## src/rtl/power_telemetry_tx.sv

```systemverilog
`default_nettype none
// ============================================================================
// Module   : power_telemetry_tx
// Brief    : Windowed average/peak of x2-scaled converter codes, sent as a
//            4-byte 8N1 frame (sync, avg, peak, checksum).
// Revision : 1.0
// ============================================================================
module power_telemetry_tx #(
  parameter int CLKS_PER_BIT = 16,
  parameter int WINDOW_LOG2  = 4
) (
  input  logic       clk,
  input  logic       rst_n,
  input  logic [7:0] sample_in,
  input  logic       sample_valid,
  output logic       tx,
  output logic       tx_busy,
  output logic       overrun
);

  localparam int c_ACC_W  = 8 + WINDOW_LOG2;
  localparam int c_BAUD_W = $clog2(CLKS_PER_BIT);
  localparam logic [7:0] c_SYNC = 8'hA5;
  localparam logic [c_BAUD_W-1:0] c_BAUD_LAST = c_BAUD_W'(CLKS_PER_BIT - 1);

  typedef enum logic [1:0] {
    S_IDLE  = 2'd0,
    S_START = 2'd1,
    S_DATA  = 2'd2,
    S_STOP  = 2'd3
  } state_t;

  logic [c_ACC_W-1:0]     r_acc;
  logic [7:0]             r_peak;
  logic [WINDOW_LOG2-1:0] r_count;
  logic                   r_overrun;

  state_t                 r_state, w_state_n;
  logic [c_BAUD_W-1:0]    r_baud, w_baud_n;
  logic [2:0]             r_bit, w_bit_n;
  logic [1:0]             r_byte, w_byte_n;
  logic [31:0]            r_frame;
  logic                   r_tx, r_busy;
  logic                   w_load;

  logic [c_ACC_W-1:0]     w_sum;
  logic [7:0]             w_avg, w_pk, w_b1, w_b2, w_b3;
  logic [31:0]            w_frame_new, w_frame_sel;
  logic                   w_close, w_baud_done, w_tx_n;

  assign w_sum   = r_acc + {{WINDOW_LOG2{1'b0}}, sample_in};
  assign w_avg   = 8'(w_sum >> WINDOW_LOG2);
  assign w_pk    = (sample_in > r_peak) ? sample_in : r_peak;
  assign w_close = sample_valid && (r_count == '1);

  // Halving undoes the converter's x2 scaling to report input-referred codes
  assign w_b1        = w_avg >> 1;
  assign w_b2        = w_pk >> 1;
  assign w_b3        = c_SYNC ^ w_b1 ^ w_b2;
  assign w_frame_new = {w_b3, w_b2, w_b1, c_SYNC};

  always_ff @(posedge clk) begin
    if (rst_n) begin
      r_acc     <= '0;
      r_peak    <= '0;
      r_count   <= '0;
      r_overrun <= 1'b0;
    end else begin
      if (sample_valid) begin
        if (w_close) begin
          r_acc   <= '0;
          r_peak  <= '0;
          r_count <= '0;
        end else begin
          r_acc   <= w_sum;
          r_peak  <= w_pk;
          r_count <= r_count + 1'b1;
        end
      end
      if (w_close && (r_state != S_IDLE))
        r_overrun <= 1'b1;
    end
  end

  assign w_baud_done = (r_baud == c_BAUD_LAST);

  always_comb begin
    w_state_n = r_state;
    w_baud_n  = r_baud + 1'b1;
    w_bit_n   = r_bit;
    w_byte_n  = r_byte;
    w_load    = 1'b0;
    case (r_state)
      S_IDLE: begin
        w_baud_n = '0;
        if (w_close) begin
          w_state_n = S_START;
          w_bit_n   = '0;
          w_byte_n  = '0;
          w_load    = 1'b1;
        end
      end
      S_START: begin
        if (w_baud_done) begin
          w_baud_n  = '0;
          w_bit_n   = '0;
          w_state_n = S_DATA;
        end
      end
      S_DATA: begin
        if (w_baud_done) begin
          w_baud_n = '0;
          if (r_bit == 3'd7) w_state_n = S_STOP;
          else               w_bit_n   = r_bit + 1'b1;
        end
      end
      S_STOP: begin
        if (w_baud_done) begin
          w_baud_n = '0;
          if (r_byte == 2'd3) begin
            w_state_n = S_IDLE;
          end else begin
            w_state_n = S_START;
            w_byte_n  = r_byte + 1'b1;
          end
        end
      end
      default: w_state_n = S_IDLE;
    endcase
  end

  // Line level is derived from the next state so tx stays a plain register
  assign w_frame_sel = w_load ? w_frame_new : r_frame;
  always_comb begin
    w_tx_n = 1'b1;
    case (w_state_n)
      S_START: w_tx_n = 1'b0;
      S_DATA:  w_tx_n = w_frame_sel[{w_byte_n, w_bit_n}];
      default: w_tx_n = 1'b1;
    endcase
  end

  always_ff @(posedge clk) begin
    if (rst_n) begin
      r_state <= S_IDLE;
      r_baud  <= '0;
      r_bit   <= '0;
      r_byte  <= '0;
      r_frame <= '0;
      r_tx    <= 1'b1;
      r_busy  <= 1'b0;
    end else begin
      r_state <= w_state_n;
      r_baud  <= w_baud_n;
      r_bit   <= w_bit_n;
      r_byte  <= w_byte_n;
      if (w_load) r_frame <= w_frame_new;
      r_tx    <= w_tx_n;
      r_busy  <= (w_state_n != S_IDLE);
    end
  end

  assign tx      = r_tx;
  assign tx_busy = r_busy;
  assign overrun = r_overrun;

endmodule
`default_nettype wire

```

## config.mk

```make
export PLATFORM = sky130hd
export DESIGN_NAME = power_telemetry_tx
export DESIGN_NICKNAME = d
export VERILOG_FILES = /design/src/rtl/power_telemetry_tx.sv
export SDC_FILE = /design/constraint.sdc
export NUM_CORES = 1
export LEC_CHECK = 0
export CORE_ASPECT_RATIO = 1.2
export CORE_MARGIN = 1.5
export CORE_UTILIZATION = 65
export CTS_CLUSTER_SIZE = 30
export DETAILED_ROUTE_END_ITERATION = 8
export PLACE_DENSITY = 0.82
export SKIP_CTS_REPAIR_TIMING = 1
export SLEW_MARGIN = 20
export SYNTH_ARGS = -nofsm -noshare
export SYNTH_HDL_FRONTEND = slang
export SYNTH_SLANG_ARGS = --single-unit
export TNS_END_PERCENT = 100
```

## constraint.sdc

```tcl
create_clock -name clk -period 9 [get_ports clk]
set_input_delay 1.8 -clock clk [delete_from_list [all_inputs] [get_ports clk]]
set_output_delay 1.8 -clock clk [all_outputs]
set_load 0.02 [all_outputs]
```

# Yosys cells after proc, flatten, opt, wreduce, memory -nomap -nowiden
# Index checks and enable logic that the tools add are counted.
# classes
n_bitwise,2
reduce_logical,8
eq_ne,9
n_lt_le_gt_ge,2
addsub,5
mux,28
# op_table
op,count
2-to-1 mux 32 bit,1
2-to-1 mux 2 bit,8
2-to-1 mux 8 bit,2
adder 12 x 8 -> 12 bit,1
2-to-1 mux 12 bit,1
2-to-1 mux 3 bit,4
case mux 3 bit (3 select lines),1
adder 4 x 1 -> 4 bit (second input constant),2
== test 2 bit (second input constant),4
== test 4 bit (second input constant),2
> comparator 8 bit,1
2-to-1 mux 4 bit,2
case mux 2 bit (4 select lines),1
case mux 4 bit (2 select lines),1
XOR 8 x 7 -> 8 bit,1
< comparator 5 x 6 -> 1 bit (second input constant),1
nonzero test 2 bit,3
binary-select mux 1 bit (select 5 bit),1
== test 2 x 1 -> 1 bit (second input constant),2
2-to-1 mux 1 bit,4
inverter 3 -> 4 bit,1
case mux 2 bit (2 select lines),1
adder 3 x 1 -> 3 bit (second input constant),1
== test 3 bit (second input constant),1
6 further kinds,7
# word_totals
input_bits,11
output_inout_bits,3
wordCells,66
register_bits,70

# Logic depth before layout (Yosys ltp)
# logic_depth
word_depth,8
ltp_mapped,12

# Worst setup path after synthesis
# No wires, ideal clock.
# synth_path
path_kind,in2reg
from,input port sample_in[0]
to,"register r_tx, in the netlist tx"
path_slack_ps,4738
arrival_time_ps,4160
path_buffers,0
cell_stages,11
required_time_ps,8897
setup_time_ps,103
path_cell_list,ha_1 > fa_1 > a211oi_1 > o21ai_1 > o2111ai_1 > xor2_1 > and2_1 > o31a_1 > nor3_1 > nand3_1 > a222oi_1
# synth_between
elab_chain_cells,7
elab_cells_between_ends,9
# synth_rtl
element,line,text
start: declaration,14,"input logic [7:0] sample_in,"
adder 12 x 8 -> 12 bit or > comparator 8 bit (tied branches),"51, 53",
inverter 3 -> 4 bit (no line) or 2-to-1 mux 8 bit (tied branches),-,
XOR 8 x 7 -> 8 bit,59,assign w_b3 = c_SYNC ^ w_b1 ^ w_b2;
2-to-1 mux 32 bit (*),-,
binary-select mux 1 bit (select 5 bit) (*),138,"S_DATA: w_tx_n = w_frame_sel[{w_byte_n, w_bit_n}];"
2-to-1 mux 1 bit (implied by the code) (*),138,
case mux 1 bit (2 select lines) (*),136,case (w_state_n)
end signal: assignment,158,r_tx <= w_tx_n;
end: declaration,43,"logic r_tx, r_busy;"
# Every way passes the cells marked *; elsewhere a longest branch is shown, timed or not. The select of a mux whose other input is x is not followed.
# A chain may end at the register's enable or synchronous reset.

# Worst setup path after layout
# layout_path
from,input port sample_valid
to,"register r_tx, in the netlist tx"
# layout_between
elab_chain_cells,7
elab_cells_between_ends,15
# layout_rtl
element,line,text
start: declaration,15,"input logic sample_valid,"
logical AND 1 bit (*),54,assign w_close = sample_valid && (r_count == '1);
2-to-1 mux 1 bit,96,if (w_close) begin
2-to-1 mux 1 bit,93,case (r_state)
2-to-1 mux 32 bit,-,
binary-select mux 1 bit (select 5 bit),138,
2-to-1 mux 1 bit (implied by the code),138,
case mux 1 bit (2 select lines) (*),136,
# Marks and branches as above.

==> metrics.txt <==
IO Pins 14; nets 537; hold path start r_baud[0]; maximum vdd drop 0.128 mV; Final Hold Fails 0; async set-reset flop share out of synthesis 0; core footprint 6010 sq um; initial antenna violation count 0; worst min path class register to register; clock root buffer clkbuf_8; Initial Utilization 0.666; net switching fraction of the power 0.308; number of synthesized flops with an enable pin 0; CTS Sinks 70; crit start category input port; Cell Count, Final, Fillers Out just under 600; worst-path cell chain clkdlybuf4s50_1 > nand4_1 > a221oi_2 > o221a_1 > mux2i_1 > mux2_2 > a31o_1 > a221oi_2 > nand4_1 > a222oi_1; Logic pwr share 0.247; reg2reg setup slack roughly 5.4 ns; Crit Path Class input port to register; DR vias/cell 6.22; dpl hpwl 6380 microns; CP max-delay cell clkdlybuf4s50_1; RSZ-0062 raised after global routing false; Net Switching approximately 0.00026 W; required time worst endpoint 9.25 ns; post-layout min period about 5.3 ns; Final Wtd Congestion 0.826; die footprint around 6600 sq um; H-tree Lvls 3; fill cell count just under 500; post-synthesis sequential area ratio 0.350; critical path data arrival time roughly 5.5 ns; drt pass-1 iters 6; clock share of power 0.358; residual DRC count 0; ANT nets after route 0; Max clock buf depth 2; synth unique cells 57; share of layout cells above drive strength 1 0.0671; outcome finished clean; Worst Tran Pin Value roughly 0.67 ns; Yosys warning count 0; CTS Buf Count 9; Sequential Power Share 0.395; total power 0.000857 W; Core Util, Final 0.732; Fmax roughly 190 MHz; Post-Synthesis Cells 498; fin worst setup slack 3.74 ns; Post-Place Cells around 570; total congestion overflow 0; Synthesized Nets 533; chip height 89.0 microns; critical path's largest stage delay between 0.7 and 0.8 ns; Clk Latency, worst-skew pair 0.36 ns; clk_skew 0.0102 ns; slew margin rel. 0.555; wire length of the first global-routing pass 15500 microns; Die X roughly 75 microns; Leakage approximately 1.8 nW; Placement Setup Slack 3.49 ns; I/O Buffers 13; Area Growth Syn to Fin 9.97%; Power Internal 0.000593 W; final setup fails 0; GRT Total Usage 0.304; Critical path origin sample_valid; main flop type after synthesis dfxtp_1; via count 3661; CTS tree built; ant diodes 0; largest fanout on the critical path 16; FP Rows 31; FF-to-FF path depth 10; vias in the first global route 3513; Mapped Area 4000 sq um; max cap viols 0; fin crit share 0.584; drt total wl 9320 microns; Reg clk slew, reported paths 0.08 ns; Fin Setup TNS 0 ns; Synth Register Bits 70; pin count of the biggest net entering global routing 62; end of the critical path tx; Critical R2R Launch r_count[0]; PD cells slightly below 200 nW/um^2; average wire per standard cell 15.8 microns; CP endpoint kind register; Final Slew Violations 0; FF-to-FF End tx; Syn Area/Cell 8.04 sq um; 1st-iter DRT viols 320
==> layer usage <==
metal / global-route usage / vias to the layer above / routed length [microns]
li1: - / 1777 / -
met1: 0.366 / 1731 / 3930
met2: 0.500 / 118 / 4640
met3: 0.0586 / 35 / 421
met4: 0.185 / 0 / 326
met5: 0 / - / 0
==> flip-flops by register name, indices dropped and copies added (netlist names) <==
| name | count |
|---|---|
| r_frame | 32 |
| tx_busy | 1 |
| r_peak | 8 |
| overrun | 1 |
| r_count | 4 |
| r_bit | 3 |
| r_baud | 4 |
| r_acc | 12 |
| tx | 1 |
| r_byte | 2 |
| r_state | 2 |
==> worst max-delay path, delay by kind of cell <==
| family | cells | cell delay, ns |
|---|---|---|
| compound gates | 5 | 1.88 |
| buf+inv | 1 | 0.72 |
| simple gates | 2 | 0.67 |
| mux | 2 | 0.43 |
==> cell families after synthesis <==
kind of cell               Yosys count  synth area share
DFF                                 70             0.350
and+or+nand+nor                    193             0.220
xor gates and xnor gates            18            0.0394
adders and majority gates           24            0.0769
AOI/OAI and AO/OA                  127             0.213
buffers and inverters               45            0.0444
muxes                               21            0.0569
==> cell usage after synthesis, types with 11 or more instances <==
master     n  share of area
a21oi_1   44          0.055
nand2_1   38          0.036
o21ai_0   14          0.018
a211oi_1  15          0.028
clkbuf_1  12          0.011
dfxtp_1   70           0.35
inv_1     21          0.020
nand3_1   12          0.015
nor3_1    19          0.024
and2_1    11          0.017
ha_1      23          0.072
xor2_1    11          0.024
nor2_1    83          0.078
mux2i_1   16          0.040
a22oi_1   12          0.023
==> how the worst min path moves through the flow <==
stage               depth (start not counted)  slack, ns          end
detailed placement                          1       0.44   r_frame[3]
floorplan                                   1       0.42    r_baud[0]
global placement                            1       0.43    r_baud[0]
CTS                                         2       0.46  r_frame[12]
global route                                1       0.48   r_frame[6]
finish                                      1       0.46    r_baud[0]
==> area by class of cell <==
type / count / area [sq um] / area share
Clock buffer: 10 / 128 / 0.0290
Clock inverter: 6 / 110 / 0.0250
Inverter: 21 / 78.8 / 0.0179
Multi-Input combinational cell: 383 / 2430 / 0.551
Sequential cell: 70 / 1400 / 0.318
Tap cell: 82 / 103 / 0.0233
Timing Repair Buffer: 17 / 155 / 0.0352
==> placed cells by master, fill, tap and decap left out, types with 7 or more instances in the layout <==
master,count
xnor2_1,7
inv_1,21
o21ai_0,14
dfxtp_1,70
nand3_1,12
and2_1,11
mux2i_1,16
nor2_1,82
a21o_1,7
clkbuf_8,9
ha_1,23
a21oi_1,44
a22oi_1,12
nand2_1,38
nor3_1,19
clkdlybuf4s50_1,12
a211oi_1,15
xor2_1,11
o211ai_1,7
==> power by group through the flow <==
stage / registers (W) / logic (W) / clock network, W
final: 0.000339 / 0.000212 / 0.000307
after global routing: 0.000341 / 0.000233 / 0.000322
after CTS: 0.000338 / 0.000209 / 0.000308
after detailed placement: 0.000346 / 0.000206 / 0
after global placement: 0.000345 / 0.000200 / 0
after floorplan: 0.000347 / 0.000152 / 0
==> stage by stage <==
| stage | area, sq um | hold WS (ns) |
|---|---|---|
| 3_5_place_dp | 4170 | 0.445 |
| 5_1_grt | 4400 | 0.478 |
| 3_3_place_gp | 4170 | 0.430 |
| 4_1_cts | 4400 | 0.458 |
| 6_report | 4400 | 0.457 |
| 2_1_floorplan | 4000 | 0.418 |
(Power assumes the default switching activity.)
